### src/rtl/cpu_dtack_ctrl_pkg.sv
// system_consts: shared constants for the 68000 bus glue.
//   cs_idx_t      - decoder select index (bit position in cs_n)
//   wait_class_t  - how a region completes a bus cycle
//   dtack_state_t - DTACK controller state encoding
//   REGION_CLASS  - per-region completion class
//   REGION_WAIT   - per-region fixed wait count, in cpu_ce pulses
//                   (ignored for WAIT_MEM regions)
package system_consts;

    localparam int NUM_REGIONS = 16;

    typedef enum logic [3:0] {
        CS_ROM        = 4'd0,
        CS_WORK       = 4'd1,
        CS_SCREEN0    = 4'd2,
        CS_SCREEN1    = 4'd3,
        CS_OBJECT     = 4'd4,
        CS_COLOR      = 4'd5,
        CS_IO0        = 4'd6,
        CS_IO1        = 4'd7,
        CS_SOUND      = 4'd8,
        CS_EXTENSION  = 4'd9,
        CS_PRIORITY   = 4'd10,
        CS_CCHIP      = 4'd11,
        CS_PIVOT      = 4'd12,
        CS_GROWL_HACK = 4'd13,
        CS_SS_SAVE    = 4'd14,
        CS_SS_VEC     = 4'd15
    } cs_idx_t;

    typedef enum logic {
        WAIT_FIXED = 1'b0,
        WAIT_MEM   = 1'b1
    } wait_class_t;

    typedef enum logic [2:0] {
        ST_IDLE     = 3'd0,
        ST_COUNT    = 3'd1,
        ST_MEM_WAIT = 3'd2,
        ST_ACK      = 3'd3,
        ST_END      = 3'd4
    } dtack_state_t;

    // ROM and work RAM live in SDRAM; everything else is on-chip.
    localparam wait_class_t REGION_CLASS [NUM_REGIONS] = '{
        WAIT_MEM,   WAIT_MEM,   WAIT_FIXED, WAIT_FIXED,
        WAIT_FIXED, WAIT_FIXED, WAIT_FIXED, WAIT_FIXED,
        WAIT_FIXED, WAIT_FIXED, WAIT_FIXED, WAIT_FIXED,
        WAIT_FIXED, WAIT_FIXED, WAIT_FIXED, WAIT_FIXED
    };

    // A zero entry acknowledges on the clk after the cycle starts.
    localparam logic [3:0] REGION_WAIT [NUM_REGIONS] = '{
        4'd0, 4'd0, 4'd1, 4'd1,   // ROM, WORK, SCREEN0, SCREEN1
        4'd1, 4'd1, 4'd2, 4'd2,   // OBJECT, COLOR, IO0, IO1
        4'd3, 4'd0, 4'd1, 4'd4,   // SOUND, EXTENSION, PRIORITY, CCHIP
        4'd1, 4'd0, 4'd0, 4'd0    // PIVOT, GROWL_HACK, SS_SAVE, SS_VEC
    };

endpackage

### src/rtl/cpu_dtack_ctrl_enc.sv
// cs_priority_enc: fixed-priority encoder over active-low selects.
//   cs_n      - active-low selects, bit 0 has the highest priority
//   idx       - index of the lowest-numbered asserted select (0 if none)
//   any_valid - at least one select is asserted
module cs_priority_enc #(
    parameter int NUM_CS = 16
) (
    input  logic [NUM_CS-1:0]         cs_n,
    output logic [$clog2(NUM_CS)-1:0] idx,
    output logic                      any_valid
);

    localparam int IDX_W = $clog2(NUM_CS);

    // Scan high to low so the last hit written is the lowest index.
    always_comb begin
        idx       = '0;
        any_valid = 1'b0;
        for (int i = NUM_CS - 1; i >= 0; i--) begin
            if (!cs_n[i]) begin
                idx       = IDX_W'(i);
                any_valid = 1'b1;
            end
        end
    end

endmodule

### src/rtl/cpu_dtack_ctrl.sv
// cpu_dtack_ctrl: generates 68000 DTACK from the address decoder selects.
// Fixed-wait regions count cpu_ce pulses; SDRAM regions handshake with
// the arbiter through mem_req/mem_ack; a timeout and an unmapped-access
// path guarantee the CPU always gets DTACK.
//   clk, reset   - system clock, async active-high reset
//   cpu_ce       - one-clk enable per CPU clock (wait counting unit)
//   cpu_as_n     - address strobe; cpu_ds_n {UDS, LDS} data strobes
//   cs_n         - active-low region selects, indexed by cs_idx_t
//   mem_ack      - one-clk SDRAM completion pulse
//   cpu_dtack_n  - DTACK to the CPU
//   mem_req      - level request to the arbiter; mem_region its region
//   bus_error    - one-clk pulse on timeout or unmapped access
//   busy         - controller not idle
module cpu_dtack_ctrl
    import system_consts::*;
#(
    parameter int NUM_CS        = 16,
    parameter int CNT_W         = 4,
    parameter int TIMEOUT       = 255,
    parameter int UNMAPPED_WAIT = 2
) (
    input  logic              clk,
    input  logic              reset,
    input  logic              cpu_ce,
    input  logic              cpu_as_n,
    input  logic [1:0]        cpu_ds_n,
    input  logic [NUM_CS-1:0] cs_n,
    input  logic              mem_ack,
    output logic              cpu_dtack_n,
    output logic              mem_req,
    output logic [3:0]        mem_region,
    output logic              bus_error,
    output logic              busy
);

    localparam int TMO_W = $clog2(TIMEOUT + 1);

    dtack_state_t        state_q, state_d;
    logic [CNT_W-1:0]    cnt_q, cnt_d;
    logic [TMO_W-1:0]    tmo_q, tmo_d;
    logic [3:0]          region_q, region_d;
    logic                unmapped_q, unmapped_d;
    logic                dtack_n_q, dtack_n_d;
    logic                mem_req_q, mem_req_d;
    logic                bus_error_q, bus_error_d;

    logic [$clog2(NUM_CS)-1:0] enc_idx;
    logic                      enc_any;
    logic                      cycle_start;
    logic                      start_mem;
    logic [CNT_W-1:0]          start_cnt;

    cs_priority_enc #(.NUM_CS(NUM_CS)) u_enc (
        .cs_n      (cs_n),
        .idx       (enc_idx),
        .any_valid (enc_any)
    );

    assign cycle_start = cpu_ce && !cpu_as_n && (cpu_ds_n != 2'b11);

    always_comb begin
        start_mem = enc_any && (REGION_CLASS[enc_idx] == WAIT_MEM);
        start_cnt = enc_any ? CNT_W'(REGION_WAIT[enc_idx]) : CNT_W'(UNMAPPED_WAIT);
    end

    always_comb begin
        state_d     = state_q;
        cnt_d       = cnt_q;
        tmo_d       = tmo_q;
        region_d    = region_q;
        unmapped_d  = unmapped_q;
        bus_error_d = 1'b0;

        case (state_q)
            ST_IDLE: begin
                if (cycle_start) begin
                    region_d   = enc_any ? 4'(enc_idx) : 4'd0;
                    unmapped_d = !enc_any;
                    tmo_d      = '0;
                    cnt_d      = start_mem ? '0 : start_cnt;
                    if (start_mem) begin
                        state_d = ST_MEM_WAIT;
                    end else if (start_cnt == '0) begin
                        state_d     = ST_ACK;
                        bus_error_d = !enc_any;
                    end else begin
                        state_d = ST_COUNT;
                    end
                end
            end

            ST_COUNT: begin
                if (cpu_as_n) begin
                    state_d = ST_IDLE;
                end else if (cpu_ce) begin
                    cnt_d = cnt_q - 1'b1;
                    if (cnt_q == CNT_W'(1)) begin
                        state_d     = ST_ACK;
                        bus_error_d = unmapped_q;
                    end
                end
            end

            // Priority: abort, then mem_ack, then timeout.
            ST_MEM_WAIT: begin
                if (cpu_as_n) begin
                    state_d = ST_IDLE;
                end else if (mem_ack) begin
                    state_d = ST_ACK;
                end else if (cpu_ce) begin
                    tmo_d = tmo_q + 1'b1;
                    if (tmo_q == TMO_W'(TIMEOUT - 1)) begin
                        state_d     = ST_ACK;
                        bus_error_d = 1'b1;
                    end
                end
            end

            ST_ACK: begin
                if (cpu_as_n) state_d = ST_END;
            end

            // One dead clk so the strobe that just ended cannot restart us.
            ST_END: state_d = ST_IDLE;

            default: state_d = ST_IDLE;
        endcase
    end

    // DTACK lags ACK entry by one clk; mem_req follows MEM_WAIT exactly,
    // so it can only rise again after a pass through IDLE.
    always_comb begin
        dtack_n_d = (state_q != ST_ACK);
        mem_req_d = (state_d == ST_MEM_WAIT);
    end

    always_ff @(posedge clk or posedge reset) begin
        if (reset) begin
            state_q     <= ST_IDLE;
            cnt_q       <= '0;
            tmo_q       <= '0;
            region_q    <= '0;
            unmapped_q  <= 1'b0;
            dtack_n_q   <= 1'b1;
            mem_req_q   <= 1'b0;
            bus_error_q <= 1'b0;
        end else begin
            state_q     <= state_d;
            cnt_q       <= cnt_d;
            tmo_q       <= tmo_d;
            region_q    <= region_d;
            unmapped_q  <= unmapped_d;
            dtack_n_q   <= dtack_n_d;
            mem_req_q   <= mem_req_d;
            bus_error_q <= bus_error_d;
        end
    end

    assign cpu_dtack_n = dtack_n_q;
    assign mem_req     = mem_req_q;
    assign mem_region  = region_q;
    assign bus_error   = bus_error_q;
    assign busy        = (state_q != ST_IDLE);

endmodule

### config.mk
export PLATFORM = sky130hd
export DESIGN_NAME = cpu_dtack_ctrl
export DESIGN_NICKNAME = d
export VERILOG_FILES = /design/src/rtl/cpu_dtack_ctrl_pkg.sv /design/src/rtl/cpu_dtack_ctrl_enc.sv /design/src/rtl/cpu_dtack_ctrl.sv
export SDC_FILE = /design/constraint.sdc
export NUM_CORES = 1
export LEC_CHECK = 0
export ABC_AREA = 0
export ABC_CLOCK_PERIOD_IN_PS = 2500
export BUFFER_PORTS_ARGS = -buffer_cell sky130_fd_sc_hd__buf_2
export CORE_MARGIN = 4
export CORE_UTILIZATION = 45
export CTS_CLUSTER_SIZE = 16
export DETAILED_ROUTE_END_ITERATION = 10
export PLACE_DENSITY = 0.68
export RECOVER_POWER = 25
export SLEW_MARGIN = 30
export SYNTH_ARGS = -nofsm -noshare
export SYNTH_HDL_FRONTEND = slang
export SYNTH_SLANG_ARGS = --single-unit
### constraint.sdc
create_clock -name clk -period 2.5 [get_ports clk]
set_clock_uncertainty 0.05 [all_clocks]
set_input_delay 0.125 -clock clk [delete_from_list [all_inputs] [get_ports clk]]
set_output_delay 0.125 -clock clk [all_outputs]
set_load 0.1 [all_outputs]
; ---- Yosys cells after proc, flatten, opt, wreduce, memory -nomap -nowiden
; Memory sizes are Yosys's and may differ from the RTL's.
; Cells that the tools add are included.
[classes]
n_addsub = 2
magnitude_cmp = 1
n_eq_ne = 14
mux = 71
n_bitwise = 1
n_reduce_logical = 13
[ops]
columns = cell, count
row1 = $mux W4, 24
row2 = $mux W8, 4
row3 = $mux W1, 28
row4 = $mux W3, 9
row5 = $pmux W8 S2, 1
row6 = $ne A2 B2 Y1 const B, 7
row7 = $pmux W3 S4, 1
row8 = $eq A3 B2 Y1 const B, 3
row9 = $add A8 B1 Y8 const B, 1
row10 = $eq A8 B8 Y1 const B, 1
row11 = $pmux W4 S2, 1
row12 = $ge A5 B5 Y1 const B, 1
row13 = $not A4 Y5, 1
row14 = $reduce_and A5 Y1, 1
row15 = $eq A4 B1 Y1 const B, 1
row16 = $logic_not A4 Y1, 1
row17 = $mux W2, 2
row18 = $reduce_and A4 Y1, 1
row19 = $reduce_bool A2 Y1, 2
row20 = $sub A4 B1 Y4 const B, 1
row21 = $eq A3 B1 Y1 const B, 1
row22 = $logic_and A1 B1 Y1, 3
row23 = $logic_not A3 Y1, 1
row24 = $ne A3 B2 Y1 const B, 1
row25 = 4 further kinds, 5
[word_totals]
register_bits = 23
mem_bits_ro = 80
in_bits = 23
output_inout_bits = 8
word_cells = 112
mem_count = 2
[mem_list]
columns = memory, words, word_bits, read_ports, rd_clocked_by_memory_dff, wr, line
row1 = (name not given), 16, 4, 1, 0, 0, cpu_dtack_ctrl.sv:63  ; start_cnt = enc_any ? CNT_W'(REGION_WAIT[enc_idx]) : CNT_W'(UNMAPPED_WAIT);
row2 = (name not given), 16, 1, 1, 0, 0, cpu_dtack_ctrl.sv:62  ; start_mem = enc_any && (REGION_CLASS[enc_idx] == WAIT_MEM);

; ---- Logic depth before layout (Yosys ltp)
; Gate-level depths: netlist of run 1.
[depth]
ltp_word = 27
depth_mapped = 10

; ---- Cells and area by module
; From an unflattened synthesis of run 1, not the netlist that was laid out.
[hier_totals]
hier_cells = 171
hier_area_um2 = 1447.6
[by_module_without_submodules]
columns = mod, n_inst, cells_each, area_each_um2, seq_area_each_um2
row1 = cpu_dtack_ctrl, 1, 137, 1281.2, 576.8
row2 = cs_priority_enc, 1, 34, 166.4, 0.0

; ---- Worst setup path before layout of run 1
; OpenSTA, ideal clock, no wires.
[synth_timing]
path_type = reg2reg
startpoint = register state_q[1]
endpoint = register tmo_q[7]
setup_ns = 0.077
arrival_ns = 1.697
required_time_ns = 2.373
slack_ns = 0.676
path_stages_with_launch = 7
synth_period_minus_slack_ns = 1.824
path_cell_list = dfrtp_1 > nor4b_2 > and3b_1 > buf_6 > o2111ai_4 > or3_1 > a21oi_1
[synth_between]
elab_chain_len = 3
elab_cells_between_ends = 9
[synth_rtl]
columns = item, line
row1 = start: declaration, cpu_dtack_ctrl.sv:38  ; dtack_state_t state_q, state_d;
row2 = start signal: assignment, cpu_dtack_ctrl.sv:148  ; state_q <= state_d;
row3 = $eq A3 B2 Y1 or $logic_not A3 Y1 (tied branches), cpu_dtack_ctrl.sv:74  ; case (state_q)
row4 = $ne A2 B2 Y1 (no line) or $reduce_bool A2 Y1 (tied branches), n/a
row5 = $reduce_and A5 Y1 (no line), n/a
row6 = end signal: assignment, cpu_dtack_ctrl.sv:150  ; tmo_q <= tmo_d;
row7 = end: declaration, cpu_dtack_ctrl.sv:40  ; logic [TMO_W-1:0] tmo_q, tmo_d;
; Parallel ways exist; a longest one is shown, timed or not.
; A chain may end at the register's enable or synchronous reset.

; ---- Worst setup path in the final report of run 1
; Same ends and word-level chain as after synthesis.

==> out/metrics.cfg, run 1 <==
[routing]
routed_wl_um=3250
dr.first_iter.drc_count=60
first_pass_iters=4
num_vias=1325
wire_per_inst_um=13.7
drc=0
antenna_left=0
via_per_inst=5.59

[critical_path]
critical_path_class=flip-flop to flip-flop
path_cells=nor4b_2 > and3b_1 > o2111ai_4 > or3_1 > a21oi_1
path_delay_family=simple AND/OR/NAND/NOR gates
cp.arrival_ns=2.11
slowest_stage=dfrtp_1
critPathBufInv=0
r2r.worst_path.cells=5
path_depth=5
endpoint_kind=flip-flop
cp.required_ns=2.70
cp_max_fo=8
max_stage_delay_ns=0.48
startpoint_type=flip-flop

[logic_synthesis]
synth.top_cell.area_share_pct=38.2
synth.cell_area_sq_um=1440
synth-edff-count=0
yosysUniqueCellTypes=44
synth-seq-area-share_pct=40.1
synth-compound-area-share_pct=18.4
synthArstFlopShare_pct=100
synth_ff_type=dfrtp_1
synth.ff_latch_count=23
synthAdderAreaFrac_pct=5.21
synth_xor_area_share_pct=3.04
synth.largest_area_cell=dfrtp_1
synthTopCellsByArea=dfrtp_1, ha_1, nand2_1, nor2_1, nand4_1
avgSynthCellArea_sq_um=9.00
synthMuxAreaShare_pct=3.13
syn-num-nets=189
synth_top_family_by_area=simple AND/OR/NAND/NOR gates
synthCells=160
yosysWarnings=0
synth-simple-area-share_pct=25.9

[power]
cellPowerDensity_nw_per_um2=680
clockPowerShare_pct=15.1
p_sw_w=0.000521
power_leakage_nw=0.779
ir_drop_mv=0.264
seqPwrFrac_pct=43.7
power_frac_comb_pct=41.2
internal_power_w=0.000616
p_total_w=0.00114
p_sw_share_pct=45.8

[outcome]
status=finished, final reports clean

[job]
cap_violations=0

[clock_tree]
cts_tree=done
h-tree-depth=1
clock-sinks=23
cts_buffers=3
root_buffer=clkbuf_4
postCtsResizedCells=0
clk_latency_ns=0.31
cts_setup_buffers=0
clockBufferDepth=2
path_clk_slew_ns=0.13
holdBufCountCts=1

[die]
die_w_um=64.6
start_util_pct=47.2
io_pins=31
fp-row-count=20
die_height_um=64.6
dieArea_sq_um=4170
design.core.area_sq_um=3050

[sta]
hold_ws_ns=0.0462
final.setup.worst_slack_ns=0.591
rsz0062_at_grt=false
hold_viol=0
fmax_mhz=524
slew_violations=0
finalCritPeriodShare_pct=76.4
setup-tns-final_ns=0
setup_viol=0
final.min_clock_period_ns=1.91
slew_headroom_pct=42.6
worstMarginPinSlew_ns=0.861

[finish]
layout_common_cells=buf_2, dfrtp_1, nand2_1
multi_input_area_sq_um=802
n_fill_cell=312
diodes=0
finalNetCount=223
register_area_sq_um=577
layout_commonest_cell=buf_2
syn2layout_area_growth_pct=16.0
drive_gt1_share_pct=22.8

[global_routing]
grt_max_degree=24
track_usage_pct=17.5
grt_first_pass_wirelength_um=5860
antenna_found_initial=0
grt_pass1_vias=1351
grt.overflow.total=0

[worst_hold_path]
hold_path_class=input port to flip-flop
hold_depth=2

[placement]
place_congestion=0.819
port_buffers=30
hpwl_um=2600
pre_cts_slack_ns=0.538

worst paths after layout:
check	startpoint	endpoint	slack [ns]
hold reg to reg	mem_region[3]	mem_region[3]	0.48
min in group asynchronous	reset	tmo_q[7]	0.47
setup reg to reg	state_q[1]	tmo_q[7]	0.59
hold / removal	cpu_as_n	state_q[0]	0.05
setup / recovery	state_q[1]	tmo_q[7]	0.59
max in group asynchronous	reset	cnt_q[3]	1.40
state kept, by name (all words and copies together), names as in the netlist:
signal	flops
unmapped_q	1
state_q	3
tmo_q	8
mem_req	1
cnt_q	4
cpu_dtack_n	1
bus_error	1
mem_region	4
per-stage QoR:
| step | area (sq um) | utilization, % | cells |
|---|---|---|---|
| finish | 1670 | 54.7 | 237 |
| detailed placement | 1630 | 53.5 | 232 |
| floorplan | 1440 | - | 160 |
| global route | 1670 | 54.7 | 237 |
| global placement | 1630 | 53.5 | 232 |
| CTS | 1670 | 54.7 | 237 |
routing by layer:
metal,track usage [%],wire length [um]
met1,20.9,1420
met2,31.2,1600
met4,9.23,55
met3,1.04,167
met5,0,0
kinds of logic (layout without fill, tap and decap cells):
logic type      Yosys count  in the layout
flops                    23             23
simple gates             70             70
compound gates           38             38
fa+ha+maj                 6              6
xor+xnor                  5              5
buf+inv                  14             47
mux                       4              4
area by class of cell:
cell class / count / area share, %
clock buffers: 3 / 1.35
clock inverters: 1 / 0.300
inverters: 11 / 2.47
multi-input cells: 123 / 48.0
flip-flops and latches: 23 / 34.5
well taps: 44 / 3.30
repair buffers: 32 / 10.0
Yosys cell counts (all sizes together), types with 2 or more instances:
cell	number
a21oi	9
a31oi	3
a41o	2
and3	2
and4	2
buf	2
dfrtp	22
ha	6
inv	11
mux2	4
nand2	18
nand2b	2
nand3	2
nand4	8
nor2	16
nor2b	2
nor3	6
nor3b	2
o21ai	10
o31ai	4
or3	3
xor2	4
power by group through the flow:
stage / registers, W / clock network [W] / logic, W
after floorplan: 0.000641 / 0 / 0.000221
after global placement: 0.000500 / 0 / 0.000456
after detailed placement: 0.000504 / 0 / 0.000468
after CTS: 0.000497 / 0.000182 / 0.000471
after global routing: 0.000509 / 0.000197 / 0.000509
final: 0.000497 / 0.000172 / 0.000468
Note: power is estimated with default switching activity, not from simulation.
==> run 2, diff against run 1 <==
ABC_CLOCK_PERIOD_IN_PS = 2000   (was 2500)
clock period = 2 ns   (was 2.5 ns; I/O delays follow)
==> run 2 against run 1 <==
Die area unchanged. Core utilization up 1.3 points. Cell count up 2.1%. Critical path type is now input port to flip-flop. Critical endpoint unchanged.
==> out/metrics.cfg, run 2 (synthesis results as in run 1) <==
[worst_hold_path]
hold_path_class=input port to flip-flop  ; unchanged

[finish]
n_fill_cell=297  ; was 312
finalNetCount=228  ; was 223
largest_reg_flops=8  ; unchanged
diodes=0  ; unchanged
top_register=tmo_q  ; unchanged
layout_common_cells=buf_2, dfrtp_1, nand2_1  ; unchanged
layout_commonest_cell=buf_2  ; unchanged
fin_cells=242  ; was 237
final_util_pct=56.0  ; was 54.7%
syn2layout_area_growth_pct=18.7  ; was 16.0%
drive_gt1_share_pct=23.7  ; was 22.8%

[global_routing]
grt_first_pass_wirelength_um=5900  ; was 5860 um
grt_pass1_vias=1401  ; was 1351
busiest_layer=met2  ; unchanged
track_usage_pct=17.6  ; was 17.5%
met2_usage_pct=32.2  ; was 31.2%
grt_max_degree=24  ; unchanged
antenna_found_initial=0  ; unchanged
use_met1_pct=21.0  ; was 20.9%
use_met3_pct=2.77  ; was 1.04%
grt.overflow.total=0  ; unchanged

[sta]
worstMarginPinSlew_ns=0.825  ; was 0.861 ns
slew_headroom_pct=44.7  ; was 42.6%
hold_viol=0  ; unchanged
setup-tns-final_ns=0  ; unchanged
final.min_clock_period_ns=1.92
setup_viol=0  ; unchanged
slew_violations=0  ; unchanged
rsz0062_at_grt=false  ; unchanged
fmax_mhz=521
finalCritPeriodShare_pct=96.0

[clock_tree]
path_clk_slew_ns=0.13  ; about the same
clockBufferDepth=2  ; unchanged
cts_setup_buffers=0  ; unchanged
clk_latency_ns=0.31  ; about the same
holdBufCountCts=1  ; unchanged
postCtsResizedCells=0  ; unchanged
h-tree-depth=1  ; unchanged
clock-sinks=23  ; unchanged
cts_buffers=3  ; unchanged
root_buffer=clkbuf_4  ; unchanged
cts_tree=done  ; unchanged

[routing]
antenna_left=0  ; unchanged
via_per_inst=5.60  ; was 5.59
wire_per_inst_um=14.1  ; was 13.7 um
routed_wl_um=3400  ; was 3250 um
first_pass_iters=7  ; was 4
dr.first_iter.drc_count=55  ; was 60
drc=0  ; unchanged
num_vias=1354  ; was 1325

[critical_path]
cp.arrival_ns=2.11  ; about the same
critical_path_class=input port to flip-flop  ; was flip-flop to flip-flop
startpoint_type=input port  ; was flip-flop
ff2ff_setup_slack_ns=0.12  ; was 0.59 ns
cp_max_fo=6  ; was 8
cp.required_ns=2.19  ; was 2.70 ns
endpoint_kind=flip-flop  ; unchanged

[die]
dieArea_sq_um=4170  ; unchanged
die_height_um=64.6  ; unchanged
start_util_pct=47.2  ; unchanged
fp-row-count=20  ; unchanged
design.core.area_sq_um=3050  ; unchanged
io_pins=31  ; unchanged
die_w_um=64.6  ; unchanged

[job]
cap_violations=0  ; unchanged

[placement]
placed_cells=236  ; was 232
hpwl_um=2680  ; was 2600 um
place_congestion=0.818  ; was 0.819
port_buffers=30  ; unchanged

[power]
ir_drop_mv=0.294  ; was 0.264 mV
cellPowerDensity_nw_per_um2=843  ; was 680 nW/um^2
power_leakage_nw=0.797  ; was 0.779 nW

[outcome]
status=finished, final reports clean  ; unchanged

-- run 2: worst max-delay path, stage by stage --
cell	delay (ns)
dlygate4sd3_1	0.53
buf_2	0.16
nor4b_2	0.33
and3b_1	0.29
o2111ai_4	0.17
or3_1	0.37
a21oi_1	0.15
-- run 2: final timing paths --
path,to,startpoint,cells past startpoint
hold / removal,cnt_q[2],cs_n[4],3
setup / recovery,tmo_q[7],cpu_as_n,7
min in group asynchronous,bus_error,reset,3
max in group asynchronous,tmo_q[3],reset,3
hold reg to reg,mem_region[2],mem_region[2],1
setup reg to reg,tmo_q[7],state_q[1],5
-- run 2: area by class of cell --
class	count	area, sq um	area share, %
well taps	44	55.1	3.22
clock buffers	4	26.3	1.54
multi-input cells	123	802	46.9
repair buffers	37	208	12.2
inverters	11	41.3	2.42
flip-flops and latches	23	577	33.7
-- run 2: where the power goes --
part / switching, W / internal, W
sequential: 0.0000695 / 0.000542
clock: 0.000139 / 0.0000777
combinational: 0.000446 / 0.000165
-- run 2: through the flow --
step / power, W / cell area, sq um / hold slack (ns) / setup slack, ns
after floorplan: 0.00108 / 1440 / 0.0512 / 0.176
after global placement: 0.00121 / 1660 / 0.261 / 0.127
after detailed placement: 0.00123 / 1660 / 0.278 / 0.0389
after CTS: 0.00145 / 1700 / 0.00572 / 0.143
after global routing: 0.00154 / 1710 / 0.203 / 0.0176
final: 0.00144 / 1710 / 0.211 / 0.0803
-- run 2: metal layers --
layer,share of wire (%),vias to the layer above
met3,5.4,6
met2,49,42
met5,0,-
met4,1.1,0
met1,44,642
li1,-,664
